**src/rtl/lsu_mem_stage_pkg.sv**
```systemverilog
// lsu_mem_stage_pkg: shared funct3 size codes, FSM state enum and MEM_TOP default for the LSU memory stage
package lsu_mem_stage_pkg;
    localparam logic [31:0] MEM_TOP_DEF = 32'h3FC;
    localparam logic [2:0] F3_B = 3'b000, F3_H = 3'b001, F3_W = 3'b010, F3_BU = 3'b100, F3_HU = 3'b101;
    localparam logic [1:0] SZ_B = 2'b00, SZ_H = 2'b01, SZ_W = 2'b10;
    typedef enum logic [2:0] {S_IDLE, S_LOAD, S_STORE, S_RMW_RD, S_RMW_WR} state_t;
    function automatic logic f3_ok(input logic we, input logic [2:0] f3);
        return we ? (f3 == F3_B || f3 == F3_H || f3 == F3_W)
                  : (f3 == F3_B || f3 == F3_H || f3 == F3_W || f3 == F3_BU || f3 == F3_HU);
    endfunction
endpackage

```
**src/rtl/lsu_mem_stage_if.sv**
```systemverilog
// lsu_mem_stage_if: request, response and data-memory signals of the LSU memory stage
interface lsu_mem_stage_if;
    logic req_valid, req_ready, req_we;
    logic [2:0] req_funct3;
    logic [31:0] req_addr, req_wdata;
    logic [4:0] req_rd;
    logic rsp_valid, rsp_err;
    logic [31:0] rsp_rdata;
    logic [4:0] rsp_rd;
    logic mem_ce, mem_we;
    logic [31:0] mem_addr, mem_wdata, mem_rdata;
    modport master (
        output req_valid, req_we, req_funct3, req_addr, req_wdata, req_rd, mem_rdata,
        input  req_ready, rsp_valid, rsp_err, rsp_rdata, rsp_rd, mem_ce, mem_we, mem_addr, mem_wdata
    );
    modport slave (
        input  req_valid, req_we, req_funct3, req_addr, req_wdata, req_rd, mem_rdata,
        output req_ready, rsp_valid, rsp_err, rsp_rdata, rsp_rd, mem_ce, mem_we, mem_addr, mem_wdata
    );
endinterface

```
**src/rtl/lsu_lane_align.sv**
```systemverilog
// lsu_lane_align: byte/halfword lane extract+extend (MERGE=0) or lane merge into a word (MERGE=1)
module lsu_lane_align import lsu_mem_stage_pkg::*; #(
    parameter bit MERGE = 1'b0
) (
    input  logic [2:0]  funct3,
    input  logic [1:0]  off,
    input  logic [31:0] word,
    input  logic [31:0] data,
    output logic [31:0] result
);
    logic [4:0] sh;
    logic [31:0] mask;
    logic [15:0] lane;
    logic sx;
    always_comb begin
        sh = funct3[1:0] == SZ_B ? {off, 3'b000} : funct3[1:0] == SZ_H ? {off[1], 4'b0000} : 5'd0;
        mask = funct3[1:0] == SZ_B ? 32'hFF << sh : funct3[1:0] == SZ_H ? 32'hFFFF << sh : 32'hFFFF_FFFF;
        lane = 16'((word & mask) >> sh);
        sx = ~funct3[2] & (funct3[1:0] == SZ_B ? lane[7] : lane[15]);
        result = MERGE ? (word & ~mask) | ((data << sh) & mask)
               : funct3[1:0] == SZ_B ? {{24{sx}}, lane[7:0]}
               : funct3[1:0] == SZ_H ? {{16{sx}}, lane} : word;
    end
endmodule

```
**src/rtl/lsu_mem_stage.sv**
```systemverilog
// lsu_mem_stage: RV32I load/store memory stage with sub-word read-modify-write;
// define LSU_MISALIGN_TRAP_EN to drop misaligned halfword/word accesses with rsp_err.
module lsu_mem_stage import lsu_mem_stage_pkg::*; #(
    parameter logic [31:0] MEM_TOP = MEM_TOP_DEF
) (
    input logic clk,
    input logic rst,
    lsu_mem_stage_if.slave bus
);
    state_t state, state_n;
    logic we_q;
    logic [2:0] f3_q;
    logic [31:0] addr_q, wdata_q, merged_q, load_ext, merged, aligned;
    logic [4:0] rd_q;
    logic accept, drop, misalign;
    assign aligned = {addr_q[31:2], 2'b00};
    assign accept = state == S_IDLE && bus.req_valid;
`ifdef LSU_MISALIGN_TRAP_EN
    assign misalign = (bus.req_funct3[1:0] == SZ_H && bus.req_addr[0])
                   || (bus.req_funct3[1:0] == SZ_W && bus.req_addr[1:0] != 2'b00);
`else
    // a halfword at offset 3 would straddle two words, which one RMW cannot cover
    assign misalign = bus.req_we && bus.req_funct3[1:0] == SZ_H && bus.req_addr[1:0] == 2'b11;
`endif
    assign drop = bus.req_addr > MEM_TOP || !f3_ok(bus.req_we, bus.req_funct3) || misalign;
    lsu_lane_align #(.MERGE(1'b0)) u_load (
        .funct3(f3_q), .off(addr_q[1:0]), .word(bus.mem_rdata), .data('0), .result(load_ext)
    );
    lsu_lane_align #(.MERGE(1'b1)) u_merge (
        .funct3(f3_q), .off(addr_q[1:0]), .word(bus.mem_rdata), .data(wdata_q), .result(merged)
    );
    always_ff @(posedge clk or posedge rst)
        if (rst) state <= S_IDLE;
        else state <= state_n;
    always_comb begin
        state_n = state;
        bus.req_ready = 1'b0;
        bus.mem_ce = 1'b0;
        bus.mem_we = 1'b0;
        bus.mem_addr = '0;
        bus.mem_wdata = '0;
        case (state)
            S_IDLE: begin
                bus.req_ready = 1'b1;
                if (accept && !drop)
                    state_n = !bus.req_we ? S_LOAD : bus.req_funct3[1:0] == SZ_W ? S_STORE : S_RMW_RD;
            end
            S_LOAD: begin
                bus.mem_ce = 1'b1;
                bus.mem_addr = f3_q[1:0] == SZ_W ? addr_q : aligned;
                state_n = S_IDLE;
            end
            S_STORE: begin
                bus.mem_ce = 1'b1;
                bus.mem_we = 1'b1;
                bus.mem_addr = addr_q;
                bus.mem_wdata = wdata_q;
                state_n = S_IDLE;
            end
            S_RMW_RD: begin
                bus.mem_ce = 1'b1;
                bus.mem_addr = aligned;
                state_n = S_RMW_WR;
            end
            S_RMW_WR: begin
                bus.mem_ce = 1'b1;
                bus.mem_we = 1'b1;
                bus.mem_addr = aligned;
                bus.mem_wdata = merged_q;
                state_n = S_IDLE;
            end
            default: state_n = S_IDLE;
        endcase
    end
    always_ff @(posedge clk or posedge rst)
        if (rst) begin
            we_q <= 1'b0;
            f3_q <= '0;
            addr_q <= '0;
            wdata_q <= '0;
            rd_q <= '0;
            merged_q <= '0;
            bus.rsp_valid <= 1'b0;
            bus.rsp_err <= 1'b0;
            bus.rsp_rdata <= '0;
            bus.rsp_rd <= '0;
        end else begin
            if (accept) begin
                we_q <= bus.req_we;
                f3_q <= bus.req_funct3;
                addr_q <= bus.req_addr;
                wdata_q <= bus.req_wdata;
                rd_q <= bus.req_rd;
            end
            if (state == S_RMW_RD) merged_q <= merged;
            bus.rsp_valid <= (accept && drop) || state == S_LOAD || state == S_STORE || state == S_RMW_WR;
            bus.rsp_err <= accept && drop;
            bus.rsp_rdata <= state == S_LOAD ? load_ext : '0;
            bus.rsp_rd <= state == S_LOAD && !we_q ? rd_q : '0;
        end
endmodule

```
**src/flat_wrapper.sv**
```systemverilog
// flat-port wrapper written by rule: the top's interface ports become plain ports
module lsu_mem_stage_flat import lsu_mem_stage_pkg::*;
#(
    parameter logic [31:0] MEM_TOP = MEM_TOP_DEF
)
  (clk, rst, bus_req_valid, bus_req_we, bus_req_funct3, bus_req_addr, bus_req_wdata, bus_req_rd, bus_mem_rdata, bus_req_ready, bus_rsp_valid, bus_rsp_err, bus_rsp_rdata, bus_rsp_rd, bus_mem_ce, bus_mem_we, bus_mem_addr, bus_mem_wdata);
  lsu_mem_stage_if bus_i ();
  input logic clk;
  input logic rst;
  input wire logic [$bits(bus_i.req_valid)-1:0] bus_req_valid;
  input wire logic [$bits(bus_i.req_we)-1:0] bus_req_we;
  input wire logic [$bits(bus_i.req_funct3)-1:0] bus_req_funct3;
  input wire logic [$bits(bus_i.req_addr)-1:0] bus_req_addr;
  input wire logic [$bits(bus_i.req_wdata)-1:0] bus_req_wdata;
  input wire logic [$bits(bus_i.req_rd)-1:0] bus_req_rd;
  input wire logic [$bits(bus_i.mem_rdata)-1:0] bus_mem_rdata;
  output wire logic [$bits(bus_i.req_ready)-1:0] bus_req_ready;
  output wire logic [$bits(bus_i.rsp_valid)-1:0] bus_rsp_valid;
  output wire logic [$bits(bus_i.rsp_err)-1:0] bus_rsp_err;
  output wire logic [$bits(bus_i.rsp_rdata)-1:0] bus_rsp_rdata;
  output wire logic [$bits(bus_i.rsp_rd)-1:0] bus_rsp_rd;
  output wire logic [$bits(bus_i.mem_ce)-1:0] bus_mem_ce;
  output wire logic [$bits(bus_i.mem_we)-1:0] bus_mem_we;
  output wire logic [$bits(bus_i.mem_addr)-1:0] bus_mem_addr;
  output wire logic [$bits(bus_i.mem_wdata)-1:0] bus_mem_wdata;
  assign bus_i.req_valid = bus_req_valid;
  assign bus_i.req_we = bus_req_we;
  assign bus_i.req_funct3 = bus_req_funct3;
  assign bus_i.req_addr = bus_req_addr;
  assign bus_i.req_wdata = bus_req_wdata;
  assign bus_i.req_rd = bus_req_rd;
  assign bus_i.mem_rdata = bus_mem_rdata;
  assign bus_req_ready = bus_i.req_ready;
  assign bus_rsp_valid = bus_i.rsp_valid;
  assign bus_rsp_err = bus_i.rsp_err;
  assign bus_rsp_rdata = bus_i.rsp_rdata;
  assign bus_rsp_rd = bus_i.rsp_rd;
  assign bus_mem_ce = bus_i.mem_ce;
  assign bus_mem_we = bus_i.mem_we;
  assign bus_mem_addr = bus_i.mem_addr;
  assign bus_mem_wdata = bus_i.mem_wdata;
  lsu_mem_stage #(.MEM_TOP(MEM_TOP)) u_core (.clk(clk), .rst(rst), .bus(bus_i));
endmodule
```
**config.mk**
```make
export PLATFORM = sky130hd
export DESIGN_NAME = lsu_mem_stage_flat
export DESIGN_NICKNAME = d
export VERILOG_FILES = /design/src/rtl/lsu_mem_stage_pkg.sv /design/src/rtl/lsu_mem_stage_if.sv /design/src/rtl/lsu_lane_align.sv /design/src/rtl/lsu_mem_stage.sv /design/src/flat_wrapper.sv
export SDC_FILE = /design/constraint.sdc
export NUM_CORES = 1
export LEC_CHECK = 0
export BUFFER_PORTS_ARGS = -buffer_cell sky130_fd_sc_hd__buf_2
export CAP_MARGIN = 0
export CORE_AREA = 4 4 127 129
export DETAILED_ROUTE_END_ITERATION = 6
export DIE_AREA = 0 0 131 133
export GPL_ROUTABILITY_DRIVEN = 1
export GPL_TIMING_DRIVEN = 0
export PLACE_DENSITY = 0.74
export SLEW_MARGIN = 20
export SYNTH_ARGS = -nofsm -noshare
export SYNTH_HDL_FRONTEND = slang
export SYNTH_SLANG_ARGS = --single-unit
export TNS_END_PERCENT = 100
```
**constraint.sdc**
```tcl
create_clock -name clk -period 5.2 [get_ports clk]
set_clock_uncertainty 0.2 [all_clocks]
set_input_delay 0.26 -clock clk [delete_from_list [all_inputs] [get_ports clk]]
set_output_delay 0.26 -clock clk [all_outputs]
set_load 0.005 [all_outputs]
```
==> results of run 1 <==
==> metal layers <==
layer / global-route usage [%] / vias up / part of all wire, % / routed length [um]
met1: 35.2 / 3340 / 40 / 9310
li1: - / 3164 / - / -
met2: 42.5 / 341 / 48 / 11100
met4: 11.4 / 0 / 3.6 / 846
met3: 6.58 / 68 / 8.6 / 2000
met5: 0 / - / 0 / 0
==> state kept, by name, summed over array words and instances, names as in the netlist <==
register,cells
u_core.rd_q,5
u_core.bus.rsp_valid,1
u_core.merged_q,32
u_core.f3_q,3
u_core.bus.rsp_rd,5
u_core.we_q,1
u_core.state,3
u_core.bus.rsp_err,1
u_core.bus.rsp_rdata,32
u_core.wdata_q,32
u_core.addr_q,32
==> worst paths after layout <==
| path | cells after the start | endpoint | from |
|---|---|---|---|
| max | 5 | bus_mem_wdata[0] | u_core.state[1] |
| min | 3 | u_core.merged_q[7] | bus_mem_rdata[7] |
| max reg2reg | 4 | u_core.bus.rsp_rdata[14] | u_core.f3_q[0] |
| min reg2reg | 2 | u_core.addr_q[23] | u_core.addr_q[23] |
| max in group asynchronous | 4 | u_core.merged_q[20] | rst |
| min in group asynchronous | 3 | u_core.bus.rsp_rdata[20] | rst |
==> report_power, final <==
group | internal (mW) | switching (mW)
logic | 0.189 | 0.214
registers | 1.20 | 0.0464
clock network | 0.915 | 0.473
total | 2.30 | 0.734
==> cell type report <==
| class | count | area, um^2 |
|---|---|---|
| Clock inverter | 8 | 170 |
| Multi-Input combinational cell | 515 | 3050 |
| Fill cell | 1165 | 4920 |
| Inverter | 13 | 56.3 |
| Timing Repair Buffer | 319 | 2140 |
| Buffer | 50 | 275 |
| Tap cell | 188 | 235 |
| Clock buffer | 24 | 502 |
| Sequential cell | 147 | 3680 |
==> critical path, delay by kind of cell, from the launching register on <==
kind	cells	cell delay, ps
compound gates	1	290
simple gates	1	620
buf+inv	3	860
flops	1	320
==> cells in the mapped netlist (all sizes together), types with 2 or more instances <==
| cell | instances | area (um^2) |
|---|---|---|
| a211oi | 17 | 128 |
| a21oi | 3 | 30.0 |
| a221oi | 16 | 146 |
| a22o | 32 | 280 |
| and2 | 40 | 250 |
| and3 | 9 | 56.3 |
| buf | 24 | 176 |
| clkbuf | 26 | 98.8 |
| dfrtp | 147 | 3680 |
| inv | 13 | 48.8 |
| mux2 | 30 | 342 |
| mux2i | 21 | 210 |
| nand2 | 228 | 856 |
| nand2b | 3 | 18.8 |
| nand4 | 3 | 18.8 |
| nor2 | 29 | 128 |
| nor3 | 6 | 35.0 |
| nor3b | 5 | 48.8 |
| nor4 | 10 | 62.6 |
| o21ai | 20 | 100 |
| o22ai | 11 | 68.8 |
| o31ai | 16 | 120 |
| or2 | 2 | 12.5 |
==> per-stage QoR <==
| stage | power [mW] | instances | area, um^2 | setup TNS (ps) |
|---|---|---|---|---|
| 3_5_place_dp | 1.59 | 1127 | 8390 | 0 |
| 5_1_grt | 3.14 | 1264 | 10100 | 0 |
| 2_1_floorplan | 1.46 | 725 | 7060 | 0 |
| 4_1_cts | 3.03 | 1264 | 10100 | 0 |
| 3_3_place_gp | 1.58 | 1126 | 8360 | -120940 |
| 6_report | 3.04 | 1264 | 10100 | 0 |
==> logic make-up after synthesis <==
logic type | count (synthesis) | synth area share [%]
AO/OA/AOI/OAI | 123 | 13.5
buffers and inverters | 63 | 4.59
flip-flops | 147 | 52.1
multiplexers | 51 | 7.82
AND/OR/NAND/NOR | 341 | 22.0
==> cell usage in the layout (no fill, tap or decap), drive strengths merged, types with 6 or more instances in the layout <==
cell type and n:
a211oi 17, nor4 10, and3 9, o21ai 20
and2 40, a221oi 16, o31ai 16, buf 238
inv 13, a22o 32, dlygate4sd3 105, o22ai 11
clkbuf 50, nor3 6, nor2 29, mux2i 21
mux2 30, nand2 228, dfrtp 147
==> implementation parameters, run 1 <==
Parameter                              Value

Status
  Status ... finished clean

CTS
  Post-cts repair resize count ... 0
  Max Buffers Root-to-Sink ... 2
  Hold buffer count at cts ... 105
  Clock Latency Late Sink ... 430 ps
  CTS Buf Count ... 17
  Number of sinks driven by the clock tree ... 147
  Cell at the root of the clock tree ... sky130_fd_sc_hd__clkbuf_16
  TritonCTS clock tree ... yes
  Number of setup buffers added after CTS ... 0
  Clock transition time at the flip-flop clock pins of the worst setup and hold paths ... 60 ps
  H-tree level count ... 4

Worst setup path
  Arrival time reported for the critical path endpoint ... 2510 ps
  Maximum fanout encountered on the critical timing path ... 10
  Most common cell on crit path ... sky130_fd_sc_hd__buf_2
  Kind of launch point of the worst setup path ... flop
  Largest stage delay on the critical path ... 620 ps
  Setup CP Type ... reg2out
  Sort of element at the end of the critical path ... output port
  Critical Path, Cell by Cell ... buf_2, nor3b_1, clkbuf_1, a22o_1, buf_2
  Required time of the worst setup path ... 4740 ps
  Flop2flop setup slack ... 2740 ps
  Cell type of the slowest stage on the worst timing path ... sky130_fd_sc_hd__nor3b_1

Synth
  Number of library cell types mapped by synthesis ... 49
  Synthesized area per cell ... 9.73 um^2
  Post-Syn Area ... 7060 um^2
  Warning count from the yosys run ... 0
  EDFF count, synth ... 0
  Part of the Yosys area used for sequential elements ... 52.1%
  Number of flip-flops and latches in the synthesized netlist ... 147
  Share of synthesized registers carrying an async set or reset ... 100%
  Cells after Synth ... 725
  Syn_nets ... 833
  Post-synth top flop ... sky130_fd_sc_hd__dfrtp_1

Floorplan
  Starting density of the core ... 46.9%
  Area of the die ... 17400 um^2
  Die height ... 133 um
  Core area ... 15000 um^2
  Chip Width ... 131 um
  Count of boundary I/O pins ... 214
  Count of standard-cell rows ... 45

STA
  Post-route minimum period ... 2970 ps
  Final critical-path share of the clock period ... 57.1%
  Unrepaired setup endpoints after global routing ... no
  Count of pins over their slew limit ... 0
  Fmax ... 0.337 GHz
  Tightest hold margin ... 27.1 ps
  Number of hold violations in the final report ... 0
  # setup viols final ... 0
  Worst rel slew slack ... 38.2%
  Worst path setup slack after routing ... 2230 ps
  Pin slew with the least headroom to its limit ... 923 ps

Layout
  Final Net Count ... 1171
  Share of post-route cells with drive strength above 1 ... 29.1%
  Share of the core filled with cells in the final layout ... 67.3%
  Post-synthesis to final-layout area growth ... 43.4%
  Diode insertion count for antenna repair ... 0

Route
  Post-route DRC ... 0
  First drt pass iteration count ... 5
  Wire length reported by the detailed router ... 23.3 mm
  Number of DRC violations after detailed-routing iteration 0 ... 587
  DRT antenna net count ... 0
  Via-per-instance ratio ... 5.47
  Routed WL per cell ... 18.4 um
  Vias ... 6913

Global route
  Pin count of the biggest net entering global routing ... 82
  Number of global-route vias before repair ... 6798
  Initial antenna violation count ... 0
  Remaining Overflow, GRT ... 0
  Global routing usage summed across all routing layers ... 26.9%
  Wire length of the first global-routing pass ... 36.2 mm

Place
  Half-perimeter wire length of the detailed placement result ... 16.1 mm
  Count of buffers inserted at the top-level ports ... 213
  Weighted congestion reported at the end of routability-driven placement ... 0.913
  Dpl ws ... 2710 ps

Job
  Max Cap Viol ... 0

Min path
  Worst Hold Class ... in2reg

Power and ir drop
  Peak ir drop on the vdd network ... 0.246 mV
  Pwr dens ... 300 nW/um^2
  Leakage dissipation ... 5.35 nW
Power figures use the tool's default switching activity.
==> run 2, diff against run 1 <==
--- a/config.mk
+++ b/config.mk
@@ -5,6 +5,7 @@
 export SDC_FILE = /design/constraint.sdc
 export NUM_CORES = 1
 export LEC_CHECK = 0
+export ABC_AREA = 1
 export BUFFER_PORTS_ARGS = -buffer_cell sky130_fd_sc_hd__buf_2
 export CAP_MARGIN = 0
 export CORE_AREA = 4 4 127 129
==> constraint.sdc (replaced) <==
create_clock -name clk -period 3.1 [get_ports clk]
set_clock_uncertainty 0.2 [all_clocks]
set_input_delay 0.155 -clock clk [delete_from_list [all_inputs] [get_ports clk]]
set_output_delay 0.155 -clock clk [all_outputs]
set_load 0.005 [all_outputs]
==> implementation parameters, run 2 <==
Parameter                              Value

Status
  Status ... complete, but fails checks
  Violated checks ... DRC

STA
  Worst rel slew slack ... 36.1% (-2.1 points)
  Unrepaired setup endpoints after global routing ... no
  Fmax ... 0.351 GHz
  Number of hold violations in the final report ... 0 (unchanged)
  Aggregate negative setup slack ... 0 ps (unchanged)
  Count of pins over their slew limit ... 0 (unchanged)
  Pin slew with the least headroom to its limit ... 955 ps (+32.8 ps)
  Final critical-path share of the clock period ... 92.0%
  # setup viols final ... 0 (unchanged)
  Tightest hold margin ... 139 ps (+112 ps)
  Post-route minimum period ... 2850 ps

Min path
  Worst Hold Class ... in2async

Worst setup path
  Critical Path, Cell by Cell ... buf_2, nor3_2, inv_1, clkbuf_1, clkbuf_1, o22ai_1, buf_2
  Kind of launch point of the worst setup path ... flop
  Setup CP Type ... reg2out
  Maximum fanout encountered on the critical timing path ... 10 (unchanged)
  Arrival time reported for the critical path endpoint ... 2500 ps (about the same)
  Cell type of the slowest stage on the worst timing path ... sky130_fd_sc_hd__nor3_2
  Required time of the worst setup path ... 2740 ps (-2000 ps)
  Largest stage delay on the critical path ... 390 ps (-230 ps)
  Sort of element at the end of the critical path ... output port

Floorplan
  Count of standard-cell rows ... 45 (unchanged)
  Chip Width ... 131 um (unchanged)
  Die height ... 133 um (unchanged)
  Starting density of the core ... 47.2% (+0.31 points)
  Area of the die ... 17400 um^2 (unchanged)
  Core area ... 15000 um^2 (unchanged)
  Count of boundary I/O pins ... 214 (unchanged)

Place
  Count of buffers inserted at the top-level ports ... 213 (unchanged)
  Instance area at placement ... 8490 um^2 (+1.1%)
  Half-perimeter wire length of the detailed placement result ... 18.1 mm (+13%)
  Weighted congestion reported at the end of routability-driven placement ... 0.970 (+6.2%)

Route
  DRT antenna net count ... 0 (unchanged)
  Vias ... 7762 (+12%)
  Via-per-instance ratio ... 5.41 (-1.2%)
  First drt pass iteration count ... 7 (+2)
  Post-route DRC ... 2 (+2)
  Routed WL per cell ... 18.1 um (-1.6%)
  Wire length reported by the detailed router ... 26.0 mm (+12%)
  Number of DRC violations after detailed-routing iteration 0 ... 683 (+16%)

Global route
  Number of global-route vias before repair ... 8072 (+19%)
  Remaining Overflow, GRT ... 0 (unchanged)
  Global routing usage summed across all routing layers ... 30.5% (+3.6 points)
  Wire length of the first global-routing pass ... 41.2 mm (+14%)
  Pin count of the biggest net entering global routing ... 36 (-56%)
  Initial antenna violation count ... 0 (unchanged)

CTS
  Clock transition time at the flip-flop clock pins of the worst setup and hold paths ... 60 ps (about the same)
  Max Buffers Root-to-Sink ... 2 (unchanged)
  Number of setup buffers added after CTS ... 0 (unchanged)
  CTS Buf Count ... 17 (unchanged)
  Post-cts repair resize count ... 0 (unchanged)
  Hold buffer count at cts ... 114 (+8.6%)
  Clock Latency Late Sink ... 430 ps (about the same)
  Number of sinks driven by the clock tree ... 147 (unchanged)
  Cell at the root of the clock tree ... sky130_fd_sc_hd__clkbuf_16
  TritonCTS clock tree ... yes
  H-tree level count ... 4 (unchanged)

Layout
  Diode insertion count for antenna repair ... 0 (unchanged)
  Most frequent cells in the layout ... 228 x sky130_fd_sc_hd__buf_2, 207 x sky130_fd_sc_hd__nand2_1, 147 x sky130_fd_sc_hd__dfrtp_1
  Total non-filler cell area in the finished layout ... 10200 um^2 (+0.98%)
  Share of post-route cells with drive strength above 1 ... 24.0% (-5.1 points)
  Most frequent standard cell in the layout excluding fill and tap cells ... sky130_fd_sc_hd__buf_2
  Final Net Count ... 1345 (+15%)
  Post-synthesis to final-layout area growth ... 43.8%

Synth
  Number of library cell types mapped by synthesis ... 33 (-33%)
  Post-synthesis cell type with the largest combined area ... sky130_fd_sc_hd__dfrtp_1
  Most instantiated library cell after synthesis ... sky130_fd_sc_hd__nand2_1
  Largest cells by area after synthesis ... sky130_fd_sc_hd__dfrtp_1 52%, sky130_fd_sc_hd__nand2_1 11%, sky130_fd_sc_hd__o21ai_0 9.5%, sky130_fd_sc_hd__inv_1 7.6%, sky130_fd_sc_hd__o22ai_1 2.8%
  Post-synth top flop ... sky130_fd_sc_hd__dfrtp_1
  Synthesized area per cell ... 8.01 um^2 (-18%)
  Cells after Synth ... 887 (+22%)
  Post-Syn Area ... 7100 um^2 (+0.66%)
  Number of flip-flops and latches in the synthesized netlist ... 147 (unchanged)
  Warning count from the yosys run ... 0 (unchanged)
  Share of synthesized registers carrying an async set or reset ... 100% (unchanged)
  Part of the Yosys area used for sequential elements ... 51.8% (-0.34 points)
  Top cell type's share of synthesized area ... 51.8% (-0.34 points)
  Syn_nets ... 995 (+19%)
  EDFF count, synth ... 0 (unchanged)
  Commonest cells in the netlist ... 207 x sky130_fd_sc_hd__nand2_1, 147 x sky130_fd_sc_hd__dfrtp_1, 143 x sky130_fd_sc_hd__inv_1

Power and ir drop
  Share of total power consumed by net switching ... 25.6% (+1.4 points)
  Power spent charging and discharging nets ... 1.24 mW (+69%)
  Power share of the sequential group ... 42.5% (+1.5 points)
  P_int ... 3.60 mW (+56%)
  Peak ir drop on the vdd network ... 0.337 mV (+37%)
  Relative contribution of combinational cells to total power ... 14.6% (+1.3 points)
  Pwr dens ... 474 nW/um^2 (+58%)
  Clock share of power ... 42.9% (-2.8 points)
  Leakage dissipation ... 5.60 nW (+4.7%)

Job
  Max Cap Viol ... 0 (unchanged)
## run 2: changes by cell type in the layout (fill, tap and decap cells not counted), moves of 15 or more
cell                       change
sky130_fd_sc_hd__and2_1       -40
sky130_fd_sc_hd__o22ai_1      +21
sky130_fd_sc_hd__mux2i_1      -21
sky130_fd_sc_hd__o21ai_0     +116
sky130_fd_sc_hd__a21oi_1      +37
sky130_fd_sc_hd__a22o_1       -32
sky130_fd_sc_hd__nand2_1      -21
sky130_fd_sc_hd__o31ai_1      -16
sky130_fd_sc_hd__inv_1       +130
sky130_fd_sc_hd__a221oi_1     -15
sky130_fd_sc_hd__nor2_1       +22
sky130_fd_sc_hd__mux2_2       -29
## run 2: kinds of logic (layout without fill, tap and decap cells)
| group | count (synthesis) | in the layout | share of synthesized area, % |
|---|---|---|---|
| AOI/OAI and AO/OA | 239 | 239 | 19.0 |
| and+or+nand+nor | 307 | 307 | 18.4 |
| buffers and inverters | 194 | 555 | 10.9 |
| DFF | 147 | 147 | 51.8 |
## run 2: area by class of cell
class | count | area [um^2]
Timing Repair Buffer | 331 | 2290
Tap cell | 188 | 235
Clock inverter | 5 | 100
Fill cell | 1187 | 4820
Inverter | 150 | 567
Buffer | 44 | 210
Sequential cell | 147 | 3680
Multi-Input combinational cell | 546 | 2650
Clock buffer | 25 | 485
## run 2: power by group through the flow
stage / clock network (mW) / logic [mW] / registers, mW
floorplan: 0 / 0.348 / 2.07
finish: 2.08 / 0.704 / 2.06
global route: 2.17 / 0.773 / 2.06
global placement: 0 / 0.552 / 2.09
CTS: 2.09 / 0.686 / 2.05
detailed placement: 0 / 0.574 / 2.09
## run 2: through the flow
step / std cells / setup slack [ps] / util (%) / total power, mW
2_1_floorplan: 887 / 898 / - / 2.42
3_3_place_gp: 1288 / -14.3 / 55.9 / 2.64
3_5_place_dp: 1292 / 727 / 56.5 / 2.66
4_1_cts: 1436 / 238 / 67.9 / 4.83
5_1_grt: 1436 / 73.6 / 67.9 / 5.01
6_report: 1436 / 248 / 67.9 / 4.84
## run 2: worst max-delay path, delay by kind of cell (launching register included)
kind / cells / cell delay, ps
compound gates: 1 / 260
buf+inv: 5 / 1070
flops: 1 / 350
simple gates: 1 / 390
## run 2: final timing paths
check / from / end / slack (ps) / cells after the start
worst max-delay path: u_core.state[2] / bus_mem_wdata[26] / 250 / 7
worst min-delay path: rst / u_core.addr_q[20] / 140 / 3
worst max register to register: u_core.state[2] / u_core.bus.rsp_rdata[6] / 360 / 7
worst min register to register: u_core.addr_q[3] / u_core.addr_q[3] / 280 / 2
max in group asynchronous: rst / u_core.bus.rsp_rdata[23] / 1530 / 6
min in group clk: bus_req_valid / u_core.wdata_q[29] / 210 / 5
## run 2: routing by layer
layer,track usage (%),up-vias,wire length (um)
met4,16.2,0,1330
li1,-,3561,-
met3,6.02,98,2200
met5,0,-,0
met1,36.9,3643,9870
met2,50.8,460,12600
